==> src/rtl/pipe_mem_wb_ext_if.sv <==
`default_nettype none
// ============================================================================
// Module   : pipe_mem_wb_ext_if
// Brief    : s4 -> s5 MEM/WB bus bundle; s4 side driven by the core, s5 side by the register.
// Revision : 1.0
// ============================================================================
interface pipe_mem_wb_ext_if #(
  parameter int BITS      = 32,
  parameter int ADDR_LEFT = 4,
  parameter int BE_W      = BITS / 8
);
  logic                 stall;
  logic                 flush;
  logic                 valid_s4;
  logic [BITS-1:0]      alu_out_s4;
  logic                 atomic_s4;
  logic                 link_rw_s4;
  logic [BITS-1:0]      d_mem_rdata;
  logic                 sel_mem_s4;
  logic                 rw_s4;
  logic [ADDR_LEFT:0]   waddr_s4;
  logic [BE_W-1:0]      byte_en_s4;
  logic                 load_signed_s4;
  logic                 halt_s4;

  logic                 valid_s5;
  logic [BITS-1:0]      alu_out_s5;
  logic                 atomic_s5;
  logic                 sel_mem_s5;
  logic [BITS-1:0]      d_mem_rdata_s5;
  logic [BITS-1:0]      load_data_s5;
  logic [BITS-1:0]      wb_data_s5;
  logic                 link_rw_s5;
  logic                 rw_s5;
  logic [ADDR_LEFT:0]   waddr_s5;
  logic [BE_W-1:0]      byte_en_s5;
  logic                 lane_err_s5;
  logic                 halt_s5;

  modport master (
    output stall, flush, valid_s4, alu_out_s4, atomic_s4, link_rw_s4, d_mem_rdata,
           sel_mem_s4, rw_s4, waddr_s4, byte_en_s4, load_signed_s4, halt_s4,
    input  valid_s5, alu_out_s5, atomic_s5, sel_mem_s5, d_mem_rdata_s5, load_data_s5,
           wb_data_s5, link_rw_s5, rw_s5, waddr_s5, byte_en_s5, lane_err_s5, halt_s5
  );

  modport slave (
    input  stall, flush, valid_s4, alu_out_s4, atomic_s4, link_rw_s4, d_mem_rdata,
           sel_mem_s4, rw_s4, waddr_s4, byte_en_s4, load_signed_s4, halt_s4,
    output valid_s5, alu_out_s5, atomic_s5, sel_mem_s5, d_mem_rdata_s5, load_data_s5,
           wb_data_s5, link_rw_s5, rw_s5, waddr_s5, byte_en_s5, lane_err_s5, halt_s5
  );
endinterface
`default_nettype wire

==> src/rtl/pipe_mem_wb_ext.sv <==
`default_nettype none
// ============================================================================
// Module   : pipe_mem_wb_ext
// Brief    : Multi-stage MEM/WB register with load alignment, bubbles and sticky halt.
// Revision : 1.0
// ============================================================================
module pipe_mem_wb_ext #(
  parameter int BITS      = 32,
  parameter int REG_WORDS = 32,
  parameter int ADDR_LEFT = $clog2(REG_WORDS) - 1,
  parameter int STAGES    = 1,
  parameter int BE_W      = BITS / 8
) (
  input  wire logic        clk,
  input  wire logic        rst,
  pipe_mem_wb_ext_if.slave bus
);

  if ((BITS % 8 != 0) || (BITS < 16) || (STAGES < 1) || (STAGES > 4) ||
      ((1 << (ADDR_LEFT + 1)) < REG_WORDS)) begin : g_param_check
    $error("pipe_mem_wb_ext: illegal parameter combination");
  end

  typedef struct packed {
    logic               valid;
    logic [BITS-1:0]    alu;
    logic               atomic;
    logic               link_rw;
    logic [BITS-1:0]    rdata;
    logic [BITS-1:0]    load;
    logic               sel_mem;
    logic               rw;
    logic [ADDR_LEFT:0] waddr;
    logic [BE_W-1:0]    be;
    logic               lane_err;
    logic               halt;
  } stage_t;

  stage_t          w_bubble;
  stage_t          w_cap;
  stage_t          w_chain [STAGES+1];
  logic            w_freeze;
  logic            w_adv;

  logic [BE_W-1:0]   w_byte_hit;
  logic [BE_W/2-1:0] w_half_hit;
  logic [BITS-1:0]   w_byte_acc [BE_W+1];
  logic [BITS-1:0]   w_half_acc [BE_W/2+1];
  logic              w_all_lanes;
  logic              w_legal;
  logic [BITS-1:0]   w_load;

  // Each legal lane pattern contributes its extended value; at most one hits.
  assign w_byte_acc[0] = '0;
  assign w_half_acc[0] = '0;

  for (genvar k = 0; k < BE_W; k++) begin : g_lane
    logic [7:0]      w_b;
    logic [BITS-1:0] w_bx;
    assign w_b             = bus.d_mem_rdata[8*k +: 8];
    assign w_bx            = bus.load_signed_s4 ? BITS'($signed(w_b)) : BITS'(w_b);
    assign w_byte_hit[k]   = (bus.byte_en_s4 == BE_W'(1 << k));
    assign w_byte_acc[k+1] = w_byte_acc[k] | (w_byte_hit[k] ? w_bx : '0);
  end

  for (genvar j = 0; j < BE_W / 2; j++) begin : g_half
    logic [15:0]     w_h;
    logic [BITS-1:0] w_hx;
    assign w_h             = bus.d_mem_rdata[16*j +: 16];
    assign w_hx            = bus.load_signed_s4 ? BITS'($signed(w_h)) : BITS'(w_h);
    assign w_half_hit[j]   = (bus.byte_en_s4 == BE_W'(3 << (2 * j)));
    assign w_half_acc[j+1] = w_half_acc[j] | (w_half_hit[j] ? w_hx : '0);
  end

  assign w_all_lanes = &bus.byte_en_s4;
  assign w_legal     = w_all_lanes | (|w_byte_hit) | (|w_half_hit);

  always_comb begin
    w_load = bus.d_mem_rdata;
    if (!w_all_lanes) begin
      if (|w_byte_hit)      w_load = w_byte_acc[BE_W];
      else if (|w_half_hit) w_load = w_half_acc[BE_W/2];
    end
  end

  always_comb begin
    w_bubble         = '0;
    w_bubble.link_rw = 1'b1;
    w_bubble.rw      = 1'b1;
    w_bubble.be      = '1;
  end

  always_comb begin
    w_cap = w_bubble;
    if (bus.valid_s4 && !bus.flush) begin
      w_cap.valid    = 1'b1;
      w_cap.alu      = bus.alu_out_s4;
      w_cap.atomic   = bus.atomic_s4;
      w_cap.link_rw  = bus.link_rw_s4;
      w_cap.rdata    = bus.d_mem_rdata;
      w_cap.load     = w_load;
      w_cap.sel_mem  = bus.sel_mem_s4;
      w_cap.rw       = bus.rw_s4;
      w_cap.waddr    = bus.waddr_s4;
      w_cap.be       = bus.byte_en_s4;
      w_cap.lane_err = bus.sel_mem_s4 & ~w_legal;
      w_cap.halt     = bus.halt_s4;
    end
  end

  // A valid halt parked in the last stage blocks all further advancement.
  assign w_freeze   = w_chain[STAGES].valid & w_chain[STAGES].halt;
  assign w_adv      = ~bus.stall & ~w_freeze;
  assign w_chain[0] = w_cap;

  for (genvar s = 0; s < STAGES; s++) begin : g_stage
    stage_t r_q;
    always_ff @(posedge clk or posedge rst) begin
      if (rst) begin
        r_q <= w_bubble;
      end else if (w_adv) begin
        r_q <= w_chain[s];
      end
    end
    assign w_chain[s+1] = r_q;
  end

  assign bus.valid_s5       = w_chain[STAGES].valid;
  assign bus.alu_out_s5     = w_chain[STAGES].alu;
  assign bus.atomic_s5      = w_chain[STAGES].atomic;
  assign bus.sel_mem_s5     = w_chain[STAGES].sel_mem;
  assign bus.d_mem_rdata_s5 = w_chain[STAGES].rdata;
  assign bus.load_data_s5   = w_chain[STAGES].load;
  assign bus.wb_data_s5     = w_chain[STAGES].sel_mem ? w_chain[STAGES].load : w_chain[STAGES].alu;
  assign bus.link_rw_s5     = w_chain[STAGES].link_rw;
  assign bus.rw_s5          = w_chain[STAGES].rw;
  assign bus.waddr_s5       = w_chain[STAGES].waddr;
  assign bus.byte_en_s5     = w_chain[STAGES].be;
  assign bus.lane_err_s5    = w_chain[STAGES].lane_err;
  assign bus.halt_s5        = w_freeze;

endmodule
`default_nettype wire

==> src/flat_wrapper.sv <==
// flat-port wrapper written by rule: the top's interface ports become plain ports
module pipe_mem_wb_ext_flat 
#(
  parameter int BITS      = 32,
  parameter int REG_WORDS = 32,
  parameter int ADDR_LEFT = $clog2(REG_WORDS) - 1,
  parameter int STAGES    = 1,
  parameter int BE_W      = BITS / 8
)
  (clk, rst, bus_stall, bus_flush, bus_valid_s4, bus_alu_out_s4, bus_atomic_s4, bus_link_rw_s4, bus_d_mem_rdata, bus_sel_mem_s4, bus_rw_s4, bus_waddr_s4, bus_byte_en_s4, bus_load_signed_s4, bus_halt_s4, bus_valid_s5, bus_alu_out_s5, bus_atomic_s5, bus_sel_mem_s5, bus_d_mem_rdata_s5, bus_load_data_s5, bus_wb_data_s5, bus_link_rw_s5, bus_rw_s5, bus_waddr_s5, bus_byte_en_s5, bus_lane_err_s5, bus_halt_s5);
  pipe_mem_wb_ext_if #(.BITS(BITS), .ADDR_LEFT(ADDR_LEFT), .BE_W(BE_W)) bus_i ();
  input  wire logic clk;
  input  wire logic rst;
  input wire logic [$bits(bus_i.stall)-1:0] bus_stall;
  input wire logic [$bits(bus_i.flush)-1:0] bus_flush;
  input wire logic [$bits(bus_i.valid_s4)-1:0] bus_valid_s4;
  input wire logic [$bits(bus_i.alu_out_s4)-1:0] bus_alu_out_s4;
  input wire logic [$bits(bus_i.atomic_s4)-1:0] bus_atomic_s4;
  input wire logic [$bits(bus_i.link_rw_s4)-1:0] bus_link_rw_s4;
  input wire logic [$bits(bus_i.d_mem_rdata)-1:0] bus_d_mem_rdata;
  input wire logic [$bits(bus_i.sel_mem_s4)-1:0] bus_sel_mem_s4;
  input wire logic [$bits(bus_i.rw_s4)-1:0] bus_rw_s4;
  input wire logic [$bits(bus_i.waddr_s4)-1:0] bus_waddr_s4;
  input wire logic [$bits(bus_i.byte_en_s4)-1:0] bus_byte_en_s4;
  input wire logic [$bits(bus_i.load_signed_s4)-1:0] bus_load_signed_s4;
  input wire logic [$bits(bus_i.halt_s4)-1:0] bus_halt_s4;
  output wire logic [$bits(bus_i.valid_s5)-1:0] bus_valid_s5;
  output wire logic [$bits(bus_i.alu_out_s5)-1:0] bus_alu_out_s5;
  output wire logic [$bits(bus_i.atomic_s5)-1:0] bus_atomic_s5;
  output wire logic [$bits(bus_i.sel_mem_s5)-1:0] bus_sel_mem_s5;
  output wire logic [$bits(bus_i.d_mem_rdata_s5)-1:0] bus_d_mem_rdata_s5;
  output wire logic [$bits(bus_i.load_data_s5)-1:0] bus_load_data_s5;
  output wire logic [$bits(bus_i.wb_data_s5)-1:0] bus_wb_data_s5;
  output wire logic [$bits(bus_i.link_rw_s5)-1:0] bus_link_rw_s5;
  output wire logic [$bits(bus_i.rw_s5)-1:0] bus_rw_s5;
  output wire logic [$bits(bus_i.waddr_s5)-1:0] bus_waddr_s5;
  output wire logic [$bits(bus_i.byte_en_s5)-1:0] bus_byte_en_s5;
  output wire logic [$bits(bus_i.lane_err_s5)-1:0] bus_lane_err_s5;
  output wire logic [$bits(bus_i.halt_s5)-1:0] bus_halt_s5;
  assign bus_i.stall = bus_stall;
  assign bus_i.flush = bus_flush;
  assign bus_i.valid_s4 = bus_valid_s4;
  assign bus_i.alu_out_s4 = bus_alu_out_s4;
  assign bus_i.atomic_s4 = bus_atomic_s4;
  assign bus_i.link_rw_s4 = bus_link_rw_s4;
  assign bus_i.d_mem_rdata = bus_d_mem_rdata;
  assign bus_i.sel_mem_s4 = bus_sel_mem_s4;
  assign bus_i.rw_s4 = bus_rw_s4;
  assign bus_i.waddr_s4 = bus_waddr_s4;
  assign bus_i.byte_en_s4 = bus_byte_en_s4;
  assign bus_i.load_signed_s4 = bus_load_signed_s4;
  assign bus_i.halt_s4 = bus_halt_s4;
  assign bus_valid_s5 = bus_i.valid_s5;
  assign bus_alu_out_s5 = bus_i.alu_out_s5;
  assign bus_atomic_s5 = bus_i.atomic_s5;
  assign bus_sel_mem_s5 = bus_i.sel_mem_s5;
  assign bus_d_mem_rdata_s5 = bus_i.d_mem_rdata_s5;
  assign bus_load_data_s5 = bus_i.load_data_s5;
  assign bus_wb_data_s5 = bus_i.wb_data_s5;
  assign bus_link_rw_s5 = bus_i.link_rw_s5;
  assign bus_rw_s5 = bus_i.rw_s5;
  assign bus_waddr_s5 = bus_i.waddr_s5;
  assign bus_byte_en_s5 = bus_i.byte_en_s5;
  assign bus_lane_err_s5 = bus_i.lane_err_s5;
  assign bus_halt_s5 = bus_i.halt_s5;
  pipe_mem_wb_ext #(.BITS(BITS), .REG_WORDS(REG_WORDS), .ADDR_LEFT(ADDR_LEFT), .STAGES(STAGES), .BE_W(BE_W)) u_core (.clk(clk), .rst(rst), .bus(bus_i));
endmodule
==> config.mk <==
export PLATFORM = sky130hd
export DESIGN_NAME = pipe_mem_wb_ext_flat
export DESIGN_NICKNAME = d
export VERILOG_FILES = /design/src/rtl/pipe_mem_wb_ext_if.sv /design/src/rtl/pipe_mem_wb_ext.sv /design/src/flat_wrapper.sv
export SDC_FILE = /design/constraint.sdc
export NUM_CORES = 1
export LEC_CHECK = 0
export BUFFER_PORTS_ARGS = -buffer_cell sky130_fd_sc_hd__buf_2
export CAP_MARGIN = 0
export CORE_ASPECT_RATIO = 0.6
export CORE_UTILIZATION = 42
export DETAILED_ROUTE_END_ITERATION = 10
export PLACE_DENSITY = 0.69
export SYNTH_ARGS = -nofsm -noshare
export SYNTH_HDL_FRONTEND = slang
export SYNTH_SLANG_ARGS = --single-unit
==> constraint.sdc <==
create_clock -name clk -period 3.9 [get_ports clk]
set_input_delay 0 -clock clk [delete_from_list [all_inputs] [get_ports clk]]
set_output_delay 0 -clock clk [all_outputs]
set_load 0.03 [all_outputs]
# Yosys cells after proc, flatten, opt, wreduce, memory -nomap -nowiden

Cells that the tools add are included.

Register bits after elaboration: 112
Input port bits: 84
Output and inout bits: 144

Equal/unequal tests: 6
Multiplexer cells: 17
Bitwise logic cells: 12
Reductions and logical operators: 5

Operators by type and width:

| kind                                                | count |
|---|---|
| two-way mux 32 bit                                  | 16 |
| OR 32 bit                                           | 4 |
| two-way mux 112 bit                                 | 1 |
| equality test 4 x 2 -> 1 bit, second input constant | 2 |
| equality test 4 bit, second input constant          | 2 |
| equality test 4 x 1 -> 1 bit, second input constant | 1 |
| equality test 4 x 3 -> 1 bit, second input constant | 1 |
| AND reduction 4 bit                                 | 1 |
| OR reduction 4 bit                                  | 1 |
| AND 1 bit                                           | 3 |
| NOT 1 bit                                           | 3 |
| OR 1 bit                                            | 2 |
| OR reduction 2 bit                                  | 1 |
| logical AND 1 bit                                   | 1 |
| zero test 1 bit                                     | 1 |

# Longest topological paths before layout

Gate-level depths: netlist of the first run.

Depth in word-level cells: 8
Gate-level depth with buffers: 8
Depth with buffers taken out: 4

# Worst setup path after synthesis of the first run

No wires, ideal clock.

Path type: register to register
Start: register u_core.g_stage[0].r_q (netlist bit u_core.bus.valid_s5)
End: register u_core.g_stage[0].r_q (netlist bit u_core.bus.load_data_s5[7])
Data arrival time: 1738 ps
Data required time: 3790 ps
Slack: 2052 ps
Stages on the path, launching flop included: 5
Buffers on the path: 0
Clock period less this slack: 1848 ps
Path through: dfrtp_1 > and2_1 > nor2_1 > nand3b_1 > o41ai_1

Cells in the longest elaborated chain, start to end: 3

RTL lines:

| item                   | line                   | RTL |
|---|---|---|
| start, declared        | pipe_mem_wb_ext.sv:117 | `stage_t r_q;` |
| start signal, assigned | pipe_mem_wb_ext.sv:120 | `r_q <= w_bubble;` |
| start signal, assigned | pipe_mem_wb_ext.sv:122 | `r_q <= w_chain[s];` |
| AND 1 bit              | pipe_mem_wb_ext.sv:112 | `assign w_freeze = w_chain[STAGES].valid & w_chain[STAGES].halt;` |
| via bus_halt_s5        | flat_wrapper.sv:39     | `output wire logic [$bits(bus_i.halt_s5)-1:0] bus_halt_s5;` |
| NOT 1 bit              | pipe_mem_wb_ext.sv:113 | `assign w_adv = ~bus.stall & ~w_freeze;` |
| AND 1 bit              | pipe_mem_wb_ext.sv:113 |  |

The timed path passes the listed nets, and every way through them passes these cells.
A chain may end at the register's enable or synchronous reset.

# Final worst setup path of the first run

Start: register u_core.g_stage[0].r_q (netlist bit u_core.bus.valid_s5)
End: register u_core.g_stage[0].r_q (netlist bit u_core.bus.load_data_s5[5])

Cells in the longest elaborated chain, start to end: 3

RTL lines:

| item      | line |
|---|---|
| AND 1 bit | pipe_mem_wb_ext.sv:112 |
| NOT 1 bit | pipe_mem_wb_ext.sv:113 |
| AND 1 bit | pipe_mem_wb_ext.sv:113 |

Every way passes these cells.

==> run summary, run 1 <==
The path class of the tightest hold or removal check is input pin to flip-flop. The first global-routing pass estimated 29,500 um of wire. The run gives 5,086 as the number of global-route vias before repair. The die is 161 um wide. The standard-cell row count is 34, and the area growth from synthesis to layout is 22.1%. For the worst setup path, the data arrival time is 2.57 ns.

The tools report the net count reported at finish as 814. The run gives 653 as the net count after synthesis. The register bit count reported by yosys is 112, and the per-cell via count in the routed design is 5.44.

The tool flagged a number of max-cap violations equal to 0. The top achievable clock speed is 435 MHz. The number of antenna cells inserted was 0; the final hold violation count was 0. The TritonCTS buffer count came out at 9. The portion of synthesized cell area occupied by the leading cell type works out to 0.418. The tools report the clock tree root buffer cell as sky130_fd_sc_hd__clkbuf_16. The filler cells instantiated in the layout total 1,240. Setup violations remaining at the end of the flow were counted as 0. The clock drives 112 sinks. The transition time at the pin with the least slew margin is 1.08 ns, and the global route total overflow is 0.

Total core area: 14,600 sq um. Setup repair after global routing left no endpoint under its margin. The relative max-transition margin was 0.281. Fraction of the core area covered by cells at the end of the flow: 0.530. For the starting utilization of the core area, the log shows 0.434.

TritonCTS built the clock tree. The first TritonRoute pass finished after 4 iterations. After clock tree synthesis, the clock-pin slew on the worst setup and hold paths is 0.08 ns. The fraction of the yosys area taken by sequential cells is 0.443, and the H-tree depth reported by CTS is 3.

After technology mapping, the gate count stands at 569. Total vias in the final route: 5,073. Sorting the synthesized cells by area gives the leading types as sky130_fd_sc_hd__dfrtp_1 42%, sky130_fd_sc_hd__buf_4 13%, sky130_fd_sc_hd__a22o_1 9.9%.

The synthesized design contains 0 enable-type register cells. The run gives 88 as the maximum number of pins on one net before global-route repair. The number of violations reported at the end of detailed-routing iteration 0 was 325. The logs give 0.246 for the overall track demand over capacity in global routing and 15,600 sq um for the die area.

The tools report the placed wire-length estimate as 13,100 um. Routability-driven placement finished with a final weighted congestion of 0.866. The top cell types in the final layout, fill and taps aside, are 227 x sky130_fd_sc_hd__buf_2, 106 x sky130_fd_sc_hd__dfrtp_1, 72 x sky130_fd_sc_hd__a22o_1, 69 x sky130_fd_sc_hd__dlygate4sd3_1, 42 x sky130_fd_sc_hd__nand2_1. Across the routed clock network, the largest skew measured is 0.0119 ns.

The run finished with clean final reports. The routed design has 19,100 um of wire. From bottom edge to top edge, the die measures 97.2 um. The share of flip-flops with an asynchronous set or reset was 1.00; the insertion delay of the later-clocked pin in the worst-skew pair was 0.36 ns.

The logs give 0 for the count of pins over their slew limit and 0.0215 ns for the worst hold slack across all endpoints. The tools report the final antenna-violating net count as 0. The synthesized netlist occupies a cell area of 6340 sq um.

In this run the static leakage power is 3.85 nW. Maximum clock insertion buffer count: 2. STA puts the critical path data required time at 4.18 ns. The synthesized design spends more area on one cell type than any other, namely sky130_fd_sc_hd__dfrtp_1. The largest driver fanout on the critical path came out at 80.

Dividing total power by cell area gives a power density of 386 nW/um^2. Initial antenna violation count: 0. Dividing the synthesized area by the synthesized cell count gives 11.1 sq um. In this run the tool buffered the top-level ports with 227 buffer cells. For the largest voltage drop on the vdd net, the log shows 0.193 mV.

Summing internal, switching and leakage power gives 2.98 mW. The worst setup path is launched from a flip-flop. Once the clock tree was built, the setup fixing pass inserted 0 buffers. The most instantiated flip-flop cell in the synthesis netlist was sky130_fd_sc_hd__dfrtp_1.

The DRC violation count after routing is 0, and the total negative slack for setup checks is 0 ns. For the number of distinct standard cells referenced by the synthesized netlist, the log shows 61. The most common cell after layout, fill and taps aside was sky130_fd_sc_hd__buf_2.

STA classifies the critical path endpoint as a flip-flop. The post-route minimum period came out at 2.30 ns. The per-cell routed wire length is 20.5 um. The Yosys step of the flow raised 0 warnings.

The part of the cycle the worst path needs was 0.590; the ratio of cells with drive above 1 in the final layout was 0.452. The category of the most critical setup path is flip-flop to flip-flop. The tools report the number of ports placed on the die boundary as 228.
-- area by class of cell --
cell class                      instances  area, sq um  share of cell area
Multi-Input combinational cell        304         2490               0.322
Clock inverter                          7         76.3             0.00986
Clock buffer                            9          225              0.0291
Tap cell                              198          248              0.0320
Sequential cell                       112         2810               0.363
Inverter                                2         10.0             0.00129
Timing Repair Buffer                  301         1880               0.243
-- worst max-delay path, cell delays in order (launching register included) --
cell and delay [ns]:
sky130_fd_sc_hd__dfrtp_1 0.42, sky130_fd_sc_hd__a21o_4 0.40, sky130_fd_sc_hd__nor3b_2 0.50, sky130_fd_sc_hd__buf_12 0.39, sky130_fd_sc_hd__o311ai_0 0.26, sky130_fd_sc_hd__a22oi_1 0.22
-- registers in the layout, indices dropped and copies added (netlist names), 4 cells and up --
register and count:
u_core.bus.load_data_s5 32, u_core.bus.alu_out_s5 32, u_core.bus.d_mem_rdata_s5 32, u_core.bus.waddr_s5 5, u_core.bus.byte_en_s5 4
-- logic make-up after synthesis --
| family | synth area share |
|---|---|
| AO/OA/AOI/OAI | 0.252 |
| buffers and inverters | 0.165 |
| multiplexers | 0.0632 |
| XOR/XNOR | 0.00138 |
| AND/OR/NAND/NOR | 0.0742 |
| flip-flops | 0.443 |
-- metrics by stage --
stage / cell area [sq um] / cells / setup slack [ns]
detailed placement: 6750 / 848 / 1.23
global route: 7740 / 933 / 1.41
floorplan: 6340 / 569 / 0.951
CTS: 7740 / 933 / 1.60
finish: 7740 / 933 / 1.60
global placement: 6750 / 848 / 1.31
-- synth_stat cells, drive strengths merged, types with 3 or more instances --
cell type,instances
buf,131
dfrtp,106
a22o,72
nand2,42
mux2,32
o21ai,28
clkbuf,20
a211oi,19
o22ai,11
nor3b,10
o22a,9
a21oi,8
o2bb2ai,8
dfstp,6
nand3b,5
mux2i,4
nor2,4
nor3,4
o21bai,4
o311ai,4
a22oi,3
nor4b,3
o221ai,3
o32a,3
or3,3
-- what timing repair did --
| action | in CTS | in global routing |
|---|---|---|
| setup endpoints to repair | 0 | 0 |
| hold endpoints to repair | 152 | 0 |
| hold buffers | 69 | 0 |
| resized for setup | 0 | 0 |
-- routing by layer --
layer  global-route usage  part of all wire
met4               0.0505            0.0099
met3               0.0516             0.078
met1                0.350              0.46
met5                    0                 0
met2                0.385              0.45
-- report_power, final --
group	internal, mW	total (mW)	switching, mW
Sequential	1.24	1.30	0.0644
Clock	0.505	0.953	0.448
Combinational	0.262	0.729	0.467
-- path summary, 6_finish.rpt --
check | startpoint | end | slack, ns | depth (start not counted)
min in group asynchronous | rst | u_core.bus.alu_out_s5[22] | 0.46 | 3
setup reg to reg | u_core.bus.valid_s5 | u_core.bus.load_data_s5[5] | 1.60 | 5
max in group asynchronous | rst | u_core.bus.byte_en_s5[1] | 2.42 | 4
setup / recovery | u_core.bus.valid_s5 | u_core.bus.load_data_s5[5] | 1.60 | 5
hold reg to reg | u_core.bus.d_mem_rdata_s5[29] | u_core.bus.d_mem_rdata_s5[29] | 0.51 | 1
hold / removal | bus_d_mem_rdata[19] | u_core.bus.d_mem_rdata_s5[19] | 0.02 | 2
Note: power is estimated with default switching activity, not from simulation.
==> run 2, diff against run 1 <==
==> constraint.sdc (replaced) <==
create_clock -name clk -period 2.3 [get_ports clk]
set_input_delay 0 -clock clk [delete_from_list [all_inputs] [get_ports clk]]
set_output_delay 0 -clock clk [all_outputs]
set_load 0.03 [all_outputs]
==> run summary, run 2 (synthesized netlist as in run 1, its figures left out) <==
The starting utilization of the core area was 0.434 (unchanged); the static power due to leakage was 3.91 nW (+1.6%). Number of detailed-routing iterations run before antenna repair: 4 (unchanged). The initial antenna violation count is 0 (unchanged). Static timing analysis puts the maximum clock frequency at 581 MHz.

The insertion delay of the later-clocked pin in the worst-skew pair was 0.36 ns (about the same). The maximum number of pins on one net before global-route repair is 110 (+25%), and the ratio of cells with drive above 1 in the final layout is 0.458 (+0.00652). The number of ports placed on the die boundary is 228 (unchanged), and the die outline height is 97.2 um (unchanged). Share of power burned in registers: 0.430 (-0.006). The per-cell routed wire length works out to 20.5 um (about the same). The maximum clock insertion buffer count is 2 (unchanged), and the number of violations reported at the end of detailed-routing iteration 0 is 269 (-17%). The tree is rooted in a sky130_fd_sc_hd__clkbuf_16. For the data arrival time of the critical path, the log shows 2.00 ns (-0.57 ns). Type of the most critical hold path: input pin to flip-flop. For the number of antenna cells inserted, the log shows 0 (unchanged). Most common cell after layout, fill and taps aside: sky130_fd_sc_hd__buf_2. The logs give 0 (unchanged) for the global route total overflow and 14,600 sq um (unchanged) for the total core area. The worst setup path is launched from an input pin. The switching fraction of total power came out at 0.322 (-0.00668). The max capacitance violation total was 0 (unchanged).

The net count reported at finish came out at 821 (+0.86%). Final hold violation count: 0 (unchanged). The number of buffers added on ports was 227 (unchanged); the overall track demand over capacity in global routing was 0.250 (+0.00443). The transition time at the pin with the least slew margin is 0.992 ns (-0.0866 ns), and the count of pins over their slew limit is 0 (unchanged). The share of power burned in the clock network came out at 0.323 (+0.004).

The worst-path cell with the longest stage delay is sky130_fd_sc_hd__a32oi_2. For the total wirelength of the detailed-routed design, the log shows 19,300 um (+0.68%). The internal power is 3.47 mW (+73%). The largest voltage drop on the vdd net is 0.379 mV (+96%), and the combinational fraction of design power is 0.247 (+0.003). Endpoint type of the worst setup path: a flip-flop. The worst clock skew was 0.0120 ns (+0.0000568 ns). The standard cell area after detailed placement came out at 6860 sq um (+1.7%).

The clock input transition at the sequential cells of the worst setup and hold paths is 0.07 ns (about the same). Total vias in the final route: 5,184 (+2.2%). The post-route minimum period was 1.72 ns.

The largest driver fanout on the critical path is 16 (-80%), and the placed wire-length estimate is 13,300 um (+1.9%). The count of non-filler cells in the finished layout came out at 940 (+0.75%). The die boundary width is 161 um (unchanged), and the final-report setup violation count is 0 (unchanged). Per-cell via count in the routed design: 5.51 (+1.4%).

The clock sink count came out at 112 (unchanged). The fraction of the core area covered by cells at the end of the flow is 0.538 (+0.00797), and the H-tree depth reported by CTS is 3 (unchanged). The relative max-transition margin is 0.339 (+0.0578), and the final antenna-violating net count is 0 (unchanged). The category of cells accounting for the largest share of critical-path delay is compound AO/OA/AOI/OAI gates. The die area came out at 15,600 sq um (unchanged). The tools report the total negative slack for setup checks as 0 ns (unchanged). The number of placed instances with taps included is 856 (+0.94%), and the part of the cycle the worst path needs is 0.749. TritonCTS built the clock tree. The logs give 0 (unchanged) for the DRC violation count after routing and 9 (unchanged) for the TritonCTS buffer count. The library cells used most frequently in the layout, excluding fill and tap cells, are 227 x sky130_fd_sc_hd__buf_2, 106 x sky130_fd_sc_hd__dfrtp_1, 72 x sky130_fd_sc_hd__a22o_1, 68 x sky130_fd_sc_hd__dlygate4sd3_1, 42 x sky130_fd_sc_hd__nand2_1. Required time reported for the critical path endpoint: 2.58 ns (-1.60 ns). The logs give 34 (unchanged) for the standard-cell row count and 1.65 mW (+68%) for the switching power. Ratio of total power to cell area: 652 nW/um^2 (+69%). Number of global-route vias before repair: 5,174 (+1.7%). Compared with the post-synthesis result, the final layout area differs by 23.9%.

The final cell area excluding filler cells is 7860 sq um (+1.5%), and the maximum single-stage delay on the critical path is 0.79 ns (+0.29 ns). Number of buffers and inverters on the critical path: 2 (+1). The critical path is of the input pin to flip-flop type. Setup repair after global routing left no endpoint under its margin. Walking the worst path, the cells encountered are dlygate4sd3_1, buf_2, nand2_1, a32oi_2, a211oi_1, o21ai_2. Weighted congestion at the end of routability-driven global placement: 0.855 (-1.2%). The global-route wire length before repair is 29,600 um (+0.52%). The run finished with clean final reports.
## run 2: through the flow
stage | setup WS [ns] | hold slack (ns) | power (mW)
2_1_floorplan | 0.452 | 0.128 | 3.16
3_3_place_gp | 0.345 | 0.187 | 3.39
3_5_place_dp | 0.281 | 0.209 | 3.41
4_1_cts | 0.593 | 0.00326 | 5.16
5_1_grt | 0.408 | 0.0150 | 5.35
6_report | 0.578 | 0.0203 | 5.12
## run 2: power groups by stage
stage / sequential (mW) / clock [mW] / combinational [mW]
detailed placement: 2.24 / 0 / 1.17
global route: 2.22 / 1.78 / 1.34
global placement: 2.23 / 0 / 1.16
floorplan: 2.21 / 0 / 0.949
CTS: 2.20 / 1.70 / 1.26
finish: 2.20 / 1.65 / 1.26
## run 2: worst paths after layout
path	startpoint	endpoint	slack, ns	cells after the start
setup / recovery	bus_d_mem_rdata[31]	u_core.bus.load_data_s5[27]	0.58	6
min in group asynchronous	rst	u_core.bus.d_mem_rdata_s5[31]	0.39	3
max in group asynchronous	rst	u_core.bus.link_rw_s5	1.16	4
setup reg to reg	u_core.bus.valid_s5	u_core.bus.load_data_s5[31]	0.60	6
hold reg to reg	u_core.bus.d_mem_rdata_s5[9]	u_core.bus.d_mem_rdata_s5[9]	0.50	1
hold / removal	bus_d_mem_rdata[23]	u_core.bus.d_mem_rdata_s5[23]	0.02	2
## run 2: area by class of cell
class / count / area, sq um
inverters: 2 / 11.3
multi-input cells: 304 / 2490
well taps: 198 / 248
fillers: 1268 / 6740
clock buffers: 11 / 253
repair buffers: 308 / 1980
clock inverters: 5 / 63.8
flip-flops and latches: 112 / 2810
## run 2: timing repair
item | 4_1_cts | 5_1_grt
resized for setup | 0 | 0
hold buffers | 66 | 2
setup buffers | 0 | 0
endpoints found under the hold margin | 99 | 2
## run 2: per-layer routing
layer | track usage | vias to the layer above | routed length, um
met1 | 0.345 | 2593 | 8830
met3 | 0.0576 | 27 | 1520
met4 | 0.0689 | 0 | 320
met5 | 0 | - | 0
met2 | 0.394 | 235 | 8600
li1 | - | 2329 | -
==> run 3, diff against run 2 <==
--- a/config.mk
+++ b/config.mk
@@ -5,6 +5,7 @@
 export SDC_FILE = /design/constraint.sdc
 export NUM_CORES = 1
 export LEC_CHECK = 0
+export ABC_AREA = 1
 export BUFFER_PORTS_ARGS = -buffer_cell sky130_fd_sc_hd__buf_2
 export CAP_MARGIN = 0
 export CORE_ASPECT_RATIO = 0.6
==> constraint.sdc (replaced) <==
create_clock -name clk -period 1.7 [get_ports clk]
set_input_delay 0 -clock clk [delete_from_list [all_inputs] [get_ports clk]]
set_output_delay 0 -clock clk [all_outputs]
set_load 0.03 [all_outputs]
==> run summary, run 3 <==
The run gives 6.97 mW (+36%) as the total power. The per-instance average area after synthesis is 7.32 sq um (-34%), and the maximum clock insertion buffer count is 2 (unchanged). The total negative slack for setup checks was 0 ns (unchanged); the ratio of cells with drive above 1 in the final layout was 0.277 (-0.181).

The ratio of total power to cell area is 823 nW/um^2 (+26%). The portion of netlist area occupied by mux cells was 0 (-0.0632). The maximum single-stage delay on the critical path was 0.54 ns (-0.25 ns); the required time reported for the critical path endpoint was 1.99 ns (-0.59 ns). Setup slack of the most critical reg-to-reg path: 0.12 ns (-0.48 ns). The global-route wire length before repair was 30,900 um (+4.4%).

The largest voltage drop on the vdd net is 0.516 mV (+36%). The final hold violation count was 0 (unchanged); the final-report setup violation count was 0 (unchanged). The cell count of the worst hold path was 3 (+1). The static power due to leakage came out at 4.79 nW (+22%). The internal power is 4.63 mW (+33%), and the synthesized instance count is 903 (+59%). The per-cell routed wire length came out at 15.8 um (-23%). The fraction of the core area covered by cells at the end of the flow is 0.551 (+0.0127). TritonCTS built the clock tree. The die outline height came out at 99.2 um (+2.1%). The worst clock skew is 0.00913 ns (-0.00282 ns). The most common cell in the synthesized netlist was sky130_fd_sc_hd__nand2_1. For hold timing, the worst endpoint is u_core.bus.d_mem_rdata_s5[15]. The number of distinct standard cells referenced by the synthesized netlist is 26 (-57%), and the net count reported at finish is 1,182 (+44%). The die area was 16,300 sq um (+4.2%); the fraction of the mapped netlist area in compound gates was 0.128 (-0.124). The number of ports placed on the die boundary was 228 (unchanged). The run gives 6,483 (+25%) as the total vias in the final route. The critical path is of the input pin to flip-flop type. The cell type with the highest aggregate area in the netlist was sky130_fd_sc_hd__dfrtp_1. The standard-cell row count is 35 (+2.9%), and the warning count from the yosys run is 0 (unchanged). Starting utilization of the core area: 0.430 (-0.00428).

Clock input transition at the sequential cells of the worst setup and hold paths: 0.07 ns (about the same). The initial antenna violation count is 0 (unchanged), and the largest driver fanout on the critical path is 12 (-4). The switching fraction of total power is 0.336 (+0.0141), and the total core area is 15,400 sq um (+5.3%). The overall track demand over capacity in global routing is 0.249 (-0.000643), and the insertion delay of the later-clocked pin in the worst-skew pair is 0.35 ns (about the same). The number of antenna cells inserted was 0 (unchanged).

CTS placed an instance of sky130_fd_sc_hd__clkbuf_16 at the clock tree root. The DRC violation count after routing was 0 (unchanged). The worst reg2reg path startpoint was u_core.bus.valid_s5.

The tools report the endpoint of the worst register-to-register path as u_core.bus.load_data_s5[28]. Count of flip-flops with a built-in enable after synthesis: 0 (unchanged). The library cells used most frequently in the layout, excluding fill and tap cells, are 300 x sky130_fd_sc_hd__nand2_1, 227 x sky130_fd_sc_hd__buf_2, 136 x sky130_fd_sc_hd__o21ai_0, 105 x sky130_fd_sc_hd__dfrtp_1, 92 x sky130_fd_sc_hd__inv_1. The flow ran to the end, and the final reports show no timing, DRC or antenna violations.

For the fraction of the yosys area taken by sequential cells, the log shows 0.425 (-0.0183). By area the synthesized netlist is led by sky130_fd_sc_hd__dfrtp_1 40%, sky130_fd_sc_hd__nand2_1 17%, sky130_fd_sc_hd__buf_4 12%. For the share of power burned in the clock network, the log shows 0.321 (-0.002).

The simple-gate share of the synthesized area is 0.241 (+0.166). The portion of synthesized cell area occupied by the leading cell type works out to 0.401 (-0.0173). The cell that appears most often on the critical path is sky130_fd_sc_hd__nand2_1. The per-cell via count in the routed design works out to 4.96 (-10%).

The number of cells traversed by the worst register-to-register path is 11 (+5). The part of the cycle the worst path needs was 0.949; the H-tree depth reported by CTS was 3 (unchanged). By area, the combinational part of the netlist is dominated by simple AND/OR/NAND/NOR gates.

The synthesized-area fraction occupied by xor and xnor cells is 0 (-0.00138), and the post-route minimum period is 1.61 ns. Traced cell by cell, the critical path runs through dlygate4sd3_1, buf_2, nor2_1, buf_4, nand3_1, nand2_1, nand2_1, nand3_4, nand3_1, nand2_1. For the data arrival time of the critical path, the log shows 1.90 ns (-0.10 ns).

STA classifies the critical path endpoint as a flip-flop. Die boundary width: 164 um (+2.1%). The relative max-transition margin was 0.567 (+0.228); the number of buffers added on ports was 227 (unchanged). For the switching power, the log shows 2.34 mW (+42%). The logs give 112 (unchanged) for the clock sink count and 14,400 um (+8.0%) for the placed wire-length estimate. The commonest cells after synthesis are 300 x sky130_fd_sc_hd__nand2_1, 136 x sky130_fd_sc_hd__o21ai_0, 106 x sky130_fd_sc_hd__dfrtp_1.

The number of violations reported at the end of detailed-routing iteration 0 was 505 (+88%); the share of power burned in registers was 0.427 (-0.003). The tools report the maximum number of pins on one net before global-route repair as 113 (+2.7%). Most instantiated flip-flop cell in the synthesis netlist: sky130_fd_sc_hd__dfrtp_1. The global route total overflow is 0 (unchanged). The TritonCTS buffer count is 9 (unchanged), and the max capacitance violation total is 0 (unchanged). For the weighted congestion at the end of routability-driven global placement, the log shows 0.937 (+9.6%).

For the final antenna-violating net count, the log shows 0 (unchanged). The register bit count reported by yosys works out to 112 (unchanged). The worst setup path is launched from an input pin. The worst hold path belongs to the class input pin to flip-flop.

The transition time at the pin with the least slew margin was 0.649 ns (-0.343 ns). The library cell used most frequently in the layout, excluding fill and tap cells, is sky130_fd_sc_hd__nand2_1. The tools report the count of pins over their slew limit as 0 (unchanged).

The run gives 1,472 (+16%) as the number of filler cells placed in the layout. The area growth from synthesis to layout is 28.1%. The logs give 1,306 (+39%) for the count of non-filler cells in the finished layout and 987 (+51%) for the net count after synthesis. The combinational fraction of design power was 0.252 (+0.005); the number of placed instances with taps included was 1,211 (+41%).

The run gives 6610 sq um (+4.3%) as the mapped cell area. Post-synthesis share of cell area spent on full adders, half adders and majority gates: 0 (unchanged). For this design, the slowest cell found on the critical path is sky130_fd_sc_hd__dlygate4sd3_1.

For the number of global-route vias before repair, the log shows 5,838 (+13%). The most critical setup path has its startpoint at bus_byte_en_s4[1]. The number of detailed-routing iterations run before antenna repair is 5 (+1). The top achievable clock speed is 620 MHz.

Total wirelength of the detailed-routed design: 20,600 um (+7.0%). The tools report the startpoint of the most critical hold path as bus_d_mem_rdata[15]. The share of flip-flops with an asynchronous set or reset was 1.00 (unchanged).
## run 3: cells by family after synthesis
kind of cell    after synthesis
flops                       112
simple gates                382
compound gates              162
buf+inv                     247
## run 3: per-layer routing
layer,part of all wire,GRT usage,wire (um)
met2,0.44,0.383,8990
met1,0.45,0.353,9340
met4,0.011,0.0541,225
met3,0.10,0.0651,2070
met5,0,0,0
## run 3: worst max path at each step
stage	end
final	u_core.bus.load_data_s5[17]
after global routing	u_core.bus.load_data_s5[9]
after CTS	u_core.bus.load_data_s5[17]
after detailed placement	u_core.bus.alu_out_s5[31]
after global placement	u_core.bus.alu_out_s5[20]
after floorplan	u_core.bus.alu_out_s5[12]
## run 3: stage by stage
| stage | hold slack (ns) | worst slack [ns] | cell area, sq um |
|---|---|---|---|
| global placement | 0.205 | 0.249 | 7310 |
| floorplan | 0.104 | 0.0351 | 6620 |
| detailed placement | 0.211 | 0.150 | 7310 |
| finish | 0.0250 | 0.0861 | 8470 |
| CTS | 0.00768 | 0.0692 | 8330 |
| global route | 0.0256 | -0.0311 | 8470 |
## run 3: repair_timing
item,CTS,global route
setup endpoints to repair,0,25
setup buffers,0,4
hold endpoints to repair,176,0
gates resized for setup,0,3
hold buffers,71,0
## run 3: cell type report
class / count / area, sq um / area share
Tap cell: 203 / 254 / 0.0300
Clock buffer: 11 / 243 / 0.0287
Sequential cell: 112 / 2810 / 0.332
Multi-Input combinational cell: 545 / 2470 / 0.292
Inverter: 100 / 379 / 0.0448
Clock inverter: 5 / 65.1 / 0.00768
Timing Repair Buffer: 330 / 2240 / 0.265
## run 3: worst max-delay path: cells and delay by family
kind          cells  cell delay [ns]
simple gates      7             1.04
buf+inv           3             0.85
## run 3: power by group through the flow
| stage | clock [mW] | combinational (mW) | sequential (mW) |
|---|---|---|---|
| finish | 2.24 | 1.76 | 2.97 |
| global route | 2.39 | 1.91 | 3.00 |
| CTS | 2.29 | 1.71 | 2.98 |
| detailed placement | 0 | 1.58 | 3.02 |
| global placement | 0 | 1.57 | 3.02 |
| floorplan | 0 | 1.24 | 2.99 |
